`src/rtl/pio_button_event_mailbox.sv`:
```
// Button event mailbox: synchronizes and debounces active-low keys, queues
// press/release events with a tick timestamp, and presents the queue head as
// a 32-bit status word for a host-polled input PIO. The host retires the head
// by toggling host_cmd[0] and flushes everything by toggling host_cmd[1].
module pio_button_event_mailbox #(
   parameter int unsigned NUM_BTN     = 4,
   parameter int unsigned TICK_CYCLES = 50000,
   parameter int unsigned DEB_SAMPLES = 4,
   parameter int unsigned FIFO_DEPTH  = 8
) (
   input  logic               clk_clk,
   input  logic               reset_reset_n,
   input  logic [NUM_BTN-1:0] btn_raw,
   input  logic [31:0]        host_cmd,
   output logic [31:0]        inport_data,
   output logic               event_pending,
   output logic               overflow
);

   localparam int unsigned PRESC_W = (TICK_CYCLES > 1) ? $clog2(TICK_CYCLES) : 1;
   localparam int unsigned PTR_W   = $clog2(FIFO_DEPTH);
   localparam int unsigned CNT_W   = PTR_W + 1;
   localparam int unsigned AGR_W   = 4;
   localparam int unsigned IDX_W   = 4;
   localparam int unsigned TS_W    = 16;

   typedef struct packed {
      logic             edge_bit;
      logic [IDX_W-1:0] idx;
      logic [TS_W-1:0]  ts;
   } entry_t;

   logic [NUM_BTN-1:0] sync1_q;
   logic [NUM_BTN-1:0] sync2_q;
   logic [PRESC_W-1:0] presc_q;
   logic               tick_c;
   logic [TS_W-1:0]    ts_q;

   logic [NUM_BTN-1:0] deb_q;
   logic [AGR_W-1:0]   agr_q [NUM_BTN];
   logic [NUM_BTN-1:0] ev_edge_q;
   logic [TS_W-1:0]    ev_ts_q [NUM_BTN];
   logic [NUM_BTN-1:0] flip_c;
   logic [NUM_BTN-1:0] pending_q;

   logic               sel_valid_c;
   logic [NUM_BTN-1:0] sel_mask_c;
   entry_t             push_entry_c;

   entry_t             mem_q [FIFO_DEPTH];
   logic [PTR_W-1:0]   wr_ptr_q;
   logic [PTR_W-1:0]   rd_ptr_q;
   logic [CNT_W-1:0]   cnt_q;
   logic               ovf_q;
   logic [1:0]         prev_q;

   logic               ack_c;
   logic               clr_c;
   logic               full_c;
   logic               empty_c;
   logic               pop_c;
   logic               push_c;
   logic               drop_c;
   entry_t             head_c;
   logic [31:0]        word_c;

   logic               unused_host_bits;
   assign unused_host_bits = ^host_cmd[31:2];

   // Two-flop synchronizer; keys idle released (high)
   always_ff @(posedge clk_clk or negedge reset_reset_n) begin
      if (!reset_reset_n) begin
         sync1_q <= '1;
         sync2_q <= '1;
      end else begin
         sync1_q <= btn_raw;
         sync2_q <= sync1_q;
      end
   end

   assign tick_c = (presc_q == PRESC_W'(TICK_CYCLES - 1));

   // Sample-tick prescaler and free-running wrapping timestamp
   always_ff @(posedge clk_clk or negedge reset_reset_n) begin
      if (!reset_reset_n) begin
         presc_q <= '0;
         ts_q    <= '0;
      end else if (tick_c) begin
         presc_q <= '0;
         ts_q    <= ts_q + TS_W'(1);
      end else begin
         presc_q <= presc_q + PRESC_W'(1);
      end
   end

   // A button flips on the DEB_SAMPLES-th consecutive disagreeing tick
   always_comb begin
      flip_c = '0;
      for (int i = 0; i < int'(NUM_BTN); i++) begin
         flip_c[i] = tick_c && (sync2_q[i] != deb_q[i]) &&
                     (agr_q[i] == AGR_W'(DEB_SAMPLES - 1));
      end
   end

   // Debounce state, agree counters and per-button captured edge/timestamp
   always_ff @(posedge clk_clk or negedge reset_reset_n) begin
      if (!reset_reset_n) begin
         deb_q     <= '1;
         ev_edge_q <= '0;
         for (int i = 0; i < int'(NUM_BTN); i++) begin
            agr_q[i]   <= '0;
            ev_ts_q[i] <= '0;
         end
      end else if (tick_c) begin
         for (int i = 0; i < int'(NUM_BTN); i++) begin
            if (sync2_q[i] != deb_q[i]) begin
               if (flip_c[i]) begin
                  deb_q[i]     <= sync2_q[i];
                  agr_q[i]     <= '0;
                  ev_edge_q[i] <= ~sync2_q[i];
                  ev_ts_q[i]   <= ts_q;
               end else begin
                  agr_q[i] <= agr_q[i] + AGR_W'(1);
               end
            end else begin
               agr_q[i] <= '0;
            end
         end
      end
   end

   // Lowest-index pending button wins the single push slot this cycle
   always_comb begin
      sel_valid_c  = 1'b0;
      sel_mask_c   = '0;
      push_entry_c = '0;
      for (int i = int'(NUM_BTN) - 1; i >= 0; i--) begin
         if (pending_q[i]) begin
            sel_valid_c           = 1'b1;
            sel_mask_c            = '0;
            sel_mask_c[i]         = 1'b1;
            push_entry_c.edge_bit = ev_edge_q[i];
            push_entry_c.idx      = IDX_W'(i);
            push_entry_c.ts       = ev_ts_q[i];
         end
      end
   end

   // Host toggle detection and FIFO control; clear overrides push and pop
   always_comb begin
      ack_c   = host_cmd[0] ^ prev_q[0];
      clr_c   = host_cmd[1] ^ prev_q[1];
      full_c  = (cnt_q == CNT_W'(FIFO_DEPTH));
      empty_c = (cnt_q == '0);
      pop_c   = ack_c && !empty_c && !clr_c;
      push_c  = sel_valid_c && !clr_c && (!full_c || pop_c);
      drop_c  = sel_valid_c && !clr_c && full_c && !pop_c;
   end

   // Pending flags, FIFO pointers/occupancy, sticky overflow, host_cmd history
   always_ff @(posedge clk_clk or negedge reset_reset_n) begin
      if (!reset_reset_n) begin
         pending_q <= '0;
         wr_ptr_q  <= '0;
         rd_ptr_q  <= '0;
         cnt_q     <= '0;
         ovf_q     <= 1'b0;
         prev_q    <= 2'b00;
      end else begin
         prev_q <= host_cmd[1:0];
         if (clr_c) begin
            pending_q <= '0;
            wr_ptr_q  <= '0;
            rd_ptr_q  <= '0;
            cnt_q     <= '0;
            ovf_q     <= 1'b0;
         end else begin
            pending_q <= (pending_q & ~sel_mask_c) | flip_c;
            if (push_c) begin
               wr_ptr_q <= wr_ptr_q + PTR_W'(1);
            end
            if (pop_c) begin
               rd_ptr_q <= rd_ptr_q + PTR_W'(1);
            end
            if (push_c && !pop_c) begin
               cnt_q <= cnt_q + CNT_W'(1);
            end else if (pop_c && !push_c) begin
               cnt_q <= cnt_q - CNT_W'(1);
            end
            if (drop_c) begin
               ovf_q <= 1'b1;
            end
         end
      end
   end

   // Event storage; contents are only exposed while the FIFO is non-empty
   always_ff @(posedge clk_clk) begin
      if (push_c) begin
         mem_q[wr_ptr_q] <= push_entry_c;
      end
   end

   always_comb begin
      head_c = mem_q[rd_ptr_q];
      word_c = {~empty_c, ovf_q, 4'(cnt_q), 5'd0,
                (empty_c ? 21'd0 : head_c)};
   end

   // Registered status word seen by the input PIO
   always_ff @(posedge clk_clk or negedge reset_reset_n) begin
      if (!reset_reset_n) begin
         inport_data <= '0;
      end else begin
         inport_data <= word_c;
      end
   end

   assign event_pending = inport_data[31];
   assign overflow      = inport_data[30];

endmodule

```
`config.mk`:
```
export PLATFORM = sky130hd
export DESIGN_NAME = pio_button_event_mailbox
export DESIGN_NICKNAME = d
export VERILOG_FILES = /design/src/rtl/pio_button_event_mailbox.sv
export SDC_FILE = /design/constraint.sdc
export NUM_CORES = 1
export LEC_CHECK = 0
export BUFFER_PORTS_ARGS = -buffer_cell sky130_fd_sc_hd__buf_2
export CAP_MARGIN = 20
export CORE_UTILIZATION = 45
export CTS_BUF_LIST = sky130_fd_sc_hd__clkbuf_4 sky130_fd_sc_hd__clkbuf_8
export DETAILED_ROUTE_END_ITERATION = 10
export GPL_TIMING_DRIVEN = 0
export PLACE_DENSITY = 0.6
export SYNTH_ARGS = -nofsm -noshare
export SYNTH_HDL_FRONTEND = slang
export SYNTH_SLANG_ARGS = --single-unit
```
`constraint.sdc`:
```
create_clock -name clk_clk -period 3.7 [get_ports clk_clk]
set_clock_uncertainty 0.05 [all_clocks]
set_input_delay 0.185 -clock clk_clk [delete_from_list [all_inputs] [get_ports clk_clk]]
set_output_delay 0.185 -clock clk_clk [all_outputs]
set_load 0.05 [all_outputs]
```
==> impl_metrics.json, run 1 <==
{
  "outcome": "finished clean",
  "cts.sinks": 322,
  "max_freq_mhz": 330,
  "finalPower_uw": 8290,
  "start_util_pct": 46.0,
  "die_w_um": 174,
  "fin_util_pct": 53.4,
  "maxCapViolCount": 0,
  "pwr-share-clk_pct": 39.3,
  "slew_headroom_pct": 27.8,
  "ys_async_sr_fraction_pct": 52.8,
  "die_h_um": 174,
  "leakagePower_uw": 0.00635,
  "setup_viol": 0,
  "combPwrFrac_pct": 14.0,
  "cts.repair.resized": 0,
  "synth-main-ff-cell": "dfrtp_1",
  "reg2reg_from": "cnt_q[3]",
  "dr.pass1.iters": 5,
  "final_common_cell": "dfrtp_1",
  "core_um2": 28900,
  "grt_first_pass_wirelength_um": 43400,
  "antenna_found_initial": 0,
  "ant_nets": 0,
  "p_sw_uw": 2180,
  "drc_errors": 0,
  "hold_viol": 0,
  "io_pins": 72,
  "grt_pass1_vias": 7617,
  "synthCells": 877,
  "fin_nets": 1045,
  "avgViaCountPerCell": 5.25,
  "dpl.hpwl_um": 17700,
  "drtIter0Drc": 475,
  "grt_max_degree": 119,
  "ys_types": 56,
  "crit_required_ns": 4.16,
  "worst_setup_path_start_kind": "flop",
  "yosys-top-cells-area": "edfxtp_1 34%, dfrtp_1 30%, mux4_2 6.4%",
  "synth_area_um2": 13300,
  "final_cells": 1425,
  "cts.htree.levels": 2,
  "hp-class": "primary input to asynchronous set/reset pin",
  "dpl.cell_count": 1313,
  "grt_use_total_pct": 18.7,
  "yosys.area.top_type": "edfxtp_1",
  "seq_power_share_pct": 46.6,
  "worst_setup_path_end_kind": "flop",
  "fillers": 2432,
  "cts_hold_buf": 7,
  "areaGrowthSynthToFinish_pct": 16.1,
  "postCtsSetupBuffers": 0,
  "internal_power_uw": 6110,
  "synth_edf_count": 152,
  "rsz0062_at_grt": "no",
  "crit_fanout": 8,
  "wirelength_um": 27200,
  "finalMaxSlewViolations": 0,
  "wl_per_cell_um": 19.1,
  "layout-drive-gt1-share_pct": 29.3,
  "cp-startpoint": "cnt_q[3]",
  "cts_tree": "done",
  "irDropWorstVdd_v": 0.000262,
  "num_vias": 7484,
  "syn_avg_cell_area_um2": 15.2,
  "path_class": "flop to flop",
  "cts_buffers": 53,
  "num_rows": 62,
  "r2r_setup_slack_ns": 0.67,
  "worst_pin_slew_ns": 1.07,
  "crit_arrival_ns": 3.49,
  "dieArea_um2": 30300,
  "yosysWarnings": 0,
  "synth_top_cell_area_share_pct": 34.3,
  "gr-total-overflow": 0,
  "cp-endpoint": "cnt_q[3]",
  "insertedDiodeCount": 0,
  "layout_common_cells": "158 x dfrtp_1, 152 x edfxtp_1, 64 x clkbuf_8, 59 x mux2_2, 51 x nand2_1",
  "timing.final.crit_share_pct": 82.0,
  "period_minus_slack_ns": 3.03,
  "reg2reg_to": "cnt_q[3]",
  "clk_latency_ns": 0.59,
  "clockBufferDepth": 3,
  "swShare_pct": 26.3,
  "portBuffers": 34,
  "cts-root-buf": "clkbuf_8",
  "p_per_area_nw_per_um2": 537,
  "path_clk_slew_ns": 0.06,
  "yosys_register_bits": 322,
  "r2r_cells": 9,
  "seq_area_frac_synth_pct": 66.4,
  "place_congestion": 0.771
}
[synthesized netlist by cell type, drive strengths merged (9+ instances only)]
library cell / number
xnor2: 23
buf: 29
edfxtp: 152
mux2: 68
nor2: 51
o31ai: 21
nor4: 15
xor2: 19
ha: 10
nor2b: 17
dfrtp: 158
o21ai: 19
nand3: 23
dfstp: 12
a21oi: 9
nor3: 14
mux4: 38
nand2: 51
a221oi: 17
clkbuf: 23
inv: 15
mux2i: 26
[through the flow]
stage | hold slack (ns) | setup TNS [ns] | area (um2) | setup slack (ns)
2_1_floorplan | -0.161 | 0 | 13300 | 0.810
5_1_grt | 0.0654 | 0 | 15500 | 0.451
6_report | 0.0603 | 0 | 15500 | 0.667
3_3_place_gp | 0.240 | -108.40 | 14000 | -0.714
3_5_place_dp | 0.0972 | 0 | 14200 | 0.699
4_1_cts | 0.0416 | 0 | 15400 | 0.658
[metal layers]
metal  routed length [um]  vias up  global-route usage, %
li1                     -     3508                      -
met3                 1050       40                   3.22
met4                  474        0                   6.18
met5                    0        -                      0
met2                13200      140                   30.1
met1                12400     3796                   26.0
[power groups by stage]
stage | combinational, uW | sequential [uW] | clock, uW
2_1_floorplan | 660 | 4140 | 0
3_3_place_gp | 1160 | 3940 | 0
3_5_place_dp | 1180 | 3940 | 0
4_1_cts | 1190 | 3870 | 3370
5_1_grt | 1270 | 3880 | 3510
6_report | 1160 | 3870 | 3260
[logic make-up after synthesis]
| group | Yosys count | share of synthesized area, % |
|---|---|---|
| buffers and inverters | 67 | 2.36 |
| AOI/OAI and AO/OA | 84 | 4.42 |
| muxes | 132 | 14.4 |
| adders and majority gates | 11 | 1.09 |
| DFF | 322 | 66.4 |
| and+or+nand+nor | 218 | 8.56 |
| xor gates and xnor gates | 42 | 2.76 |
| other | 1 | 0.0282 |
[layout make-up]
type,count,area [um2],area share (%)
well taps,384,480,3.11
multi-input cells,494,4210,27.2
clock buffers,93,1100,7.11
inverters,15,56.3,0.364
repair buffers,58,460,2.98
clock inverters,7,57.6,0.372
flip-flops and latches,322,8830,57.2
plain buffers,52,258,1.67
[worst max-delay path, cell delays in order (launching register included)]
cell and delay (ns):
dfrtp_1 0.39, clkbuf_1 0.20, nor4_1 0.66, a21oi_1 0.07, or3_1 0.39, ha_1 0.35, a21oi_1 0.24, nand2_1 0.10
or3_1 0.36, a31oi_1 0.16
[flip-flops by register name (all words and copies together), names as in the netlist]
name,cells
mem_q,152
ev_ts_q,64
pending_q,4
agr_q,16
sync2_q,4
inport_data,25
rd_ptr_q,3
deb_q,4
prev_q,2
presc_q,16
cnt_q,4
ev_edge_q,4
ts_q,16
sync1_q,4
wr_ptr_q,3
ovf_q,1
[worst min-delay path by stage]
stage,startpoint,end,slack [ns],depth (start not counted)
final,reset_reset_n,inport_data[10],0.06,2
after global routing,reset_reset_n,inport_data[6],0.07,2
after CTS,reset_reset_n,inport_data[6],0.04,2
after detailed placement,reset_reset_n,inport_data[17],0.1,1
after global placement,btn_raw[1],sync1_q[1],0.24,1
after floorplan,reset_reset_n,agr_q[0],-0.16,0
Note: power is estimated with default switching activity, not from simulation.
==> run 2: changes to the inputs <==
clock period = 2.9 ns   (was 3.7 ns; I/O delays follow)
==> impl_metrics.json, run 2 (same netlist as run 1, synthesis figures left out) <==
{
  "outcome": "finished clean",
  "timing.final.crit_share_pct": 94.3,
  "path_clk_slew_ns": 0.06,
  "start_util_pct": 46.0,
  "place_congestion": 0.771,
  "r2r_cells": 6,
  "reg2reg_to": "ev_ts_q[53]",
  "worst_setup_path_end_kind": "flop",
  "drtIter0Drc": 450,
  "dr.pass1.iters": 4,
  "setup_viol": 0,
  "io_pins": 72,
  "max_freq_mhz": 366,
  "hp-class": "primary input to asynchronous set/reset pin",
  "wirelength_um": 27200,
  "die_w_um": 174,
  "areaGrowthSynthToFinish_pct": 16.6,
  "antenna_found_initial": 0,
  "dpl.hpwl_um": 17700,
  "largest_reg_flops": 152,
  "maxCapViolCount": 0,
  "period_minus_slack_ns": 2.73,
  "clk_latency_ns": 0.59,
  "crit_required_ns": 3.30,
  "ant_nets": 0,
  "gr-total-overflow": 0,
  "final_common_cell": "dfrtp_1",
  "cts.sinks": 322,
  "die_h_um": 174,
  "num_vias": 7530,
  "wl_per_cell_um": 19.1,
  "slew_headroom_pct": 29.4,
  "num_rows": 62,
  "worst_setup_path_start_kind": "flop",
  "leakagePower_uw": 0.00641,
  "fillers": 2422,
  "hold_viol": 0,
  "worst_pin_slew_ns": 1.05,
  "rsz0062_at_grt": "no",
  "grt_first_pass_wirelength_um": 43500,
  "grt_max_degree": 119,
  "cts.htree.levels": 2,
  "portBuffers": 34,
  "cp-startpoint": "presc_q[6]",
  "setup_tns_ns": 0,
  "layout-drive-gt1-share_pct": 30.3,
  "dieArea_um2": 30300,
  "finalMaxSlewViolations": 0,
  "irDropWorstVdd_v": 0.000335,
  "p_per_area_nw_per_um2": 683,
  "hold_ws_ns": 0.0181,
  "insertedDiodeCount": 0,
  "r2r_setup_slack_ns": 0.17,
  "top_regs": "mem_q: 152 flops, ev_ts_q: 64 flops, inport_data: 25 flops",
  "core_um2": 28900,
  "pre_cts_slack_ns": -0.101,
  "clockBufferDepth": 3,
  "layout_common_cells": "158 x dfrtp_1, 152 x edfxtp_1, 64 x clkbuf_8, 59 x mux2_2, 51 x nand2_1",
  "cts_tree": "done",
  "crit_arrival_ns": 3.13,
  "fin_ws_ns": 0.167,
  "grt_pass1_vias": 7628,
  "top_register": "mem_q",
  "cts-root-buf": "clkbuf_8",
  "cts_buffers": 53,
  "postCtsSetupBuffers": 0,
  "reg2reg_from": "presc_q[6]",
  "crit_fanout": 10,
  "path_class": "flop to flop",
  "fin_nets": 1043,
  "drc_errors": 0,
  "avgViaCountPerCell": 5.29,
  "grt_use_total_pct": 18.8
}
==> run 2: report_power, final <==
part,internal [uW],switching (uW)
registers,4880,65.7
clock network,2390,1770
logic,548,947
==> run 2: how the worst max path moves through the flow <==
stage | endpoint | depth (start not counted)
3_3_place_gp | mem_q[0][5] | 4
6_report | ev_ts_q[53] | 6
3_5_place_dp | cnt_q[3] | 9
5_1_grt | inport_data[2] | 5
4_1_cts | mem_q[0][9] | 5
2_1_floorplan | mem_q[0][0] | 4
==> run 2: repair_timing <==
item,4_1_cts,5_1_grt
hold buffers,7,0
endpoints found under the hold margin,116,0
pin swaps,0,2
gates resized for setup,5,10
endpoints found under the setup margin,41,58
==> run 2: through the flow <==
step	total power [uW]	std cells	cell area, um2	utilization (%)
after floorplan	6130	883	13300	-
after global placement	6510	1301	14000	48.3
after detailed placement	6530	1313	14200	49.0
after CTS	10800	1420	15400	53.4
after global routing	11100	1423	15500	53.6
final	10600	1423	15500	53.6
==> run 2: cell type report <==
type	count	area, um2	area share (%)
multi-input cells	494	4280	27.6
inverters	15	56.3	0.363
repair buffers	56	448	2.89
flip-flops and latches	322	8830	56.9
well taps	384	480	3.10
clock inverters	7	57.6	0.371
plain buffers	52	259	1.67
clock buffers	93	1100	7.08
==> run 2: per-layer routing <==
metal	up-vias	share of wire (%)	global-route usage, %
met3	43	3.6	3.11
met1	3839	46	26.0
met5	-	0	0.801
li1	3510	-	-
met4	0	1.9	6.25
met2	138	49	30.2
==> run 2: worst max-delay path: stages, from the launching register on <==
cell and delay (ns):
dfrtp_1 0.42, or3b_1 0.35, buf_2 0.17, or4_4 0.57, nor3_4 0.45, buf_8 0.25, mux2_4 0.31
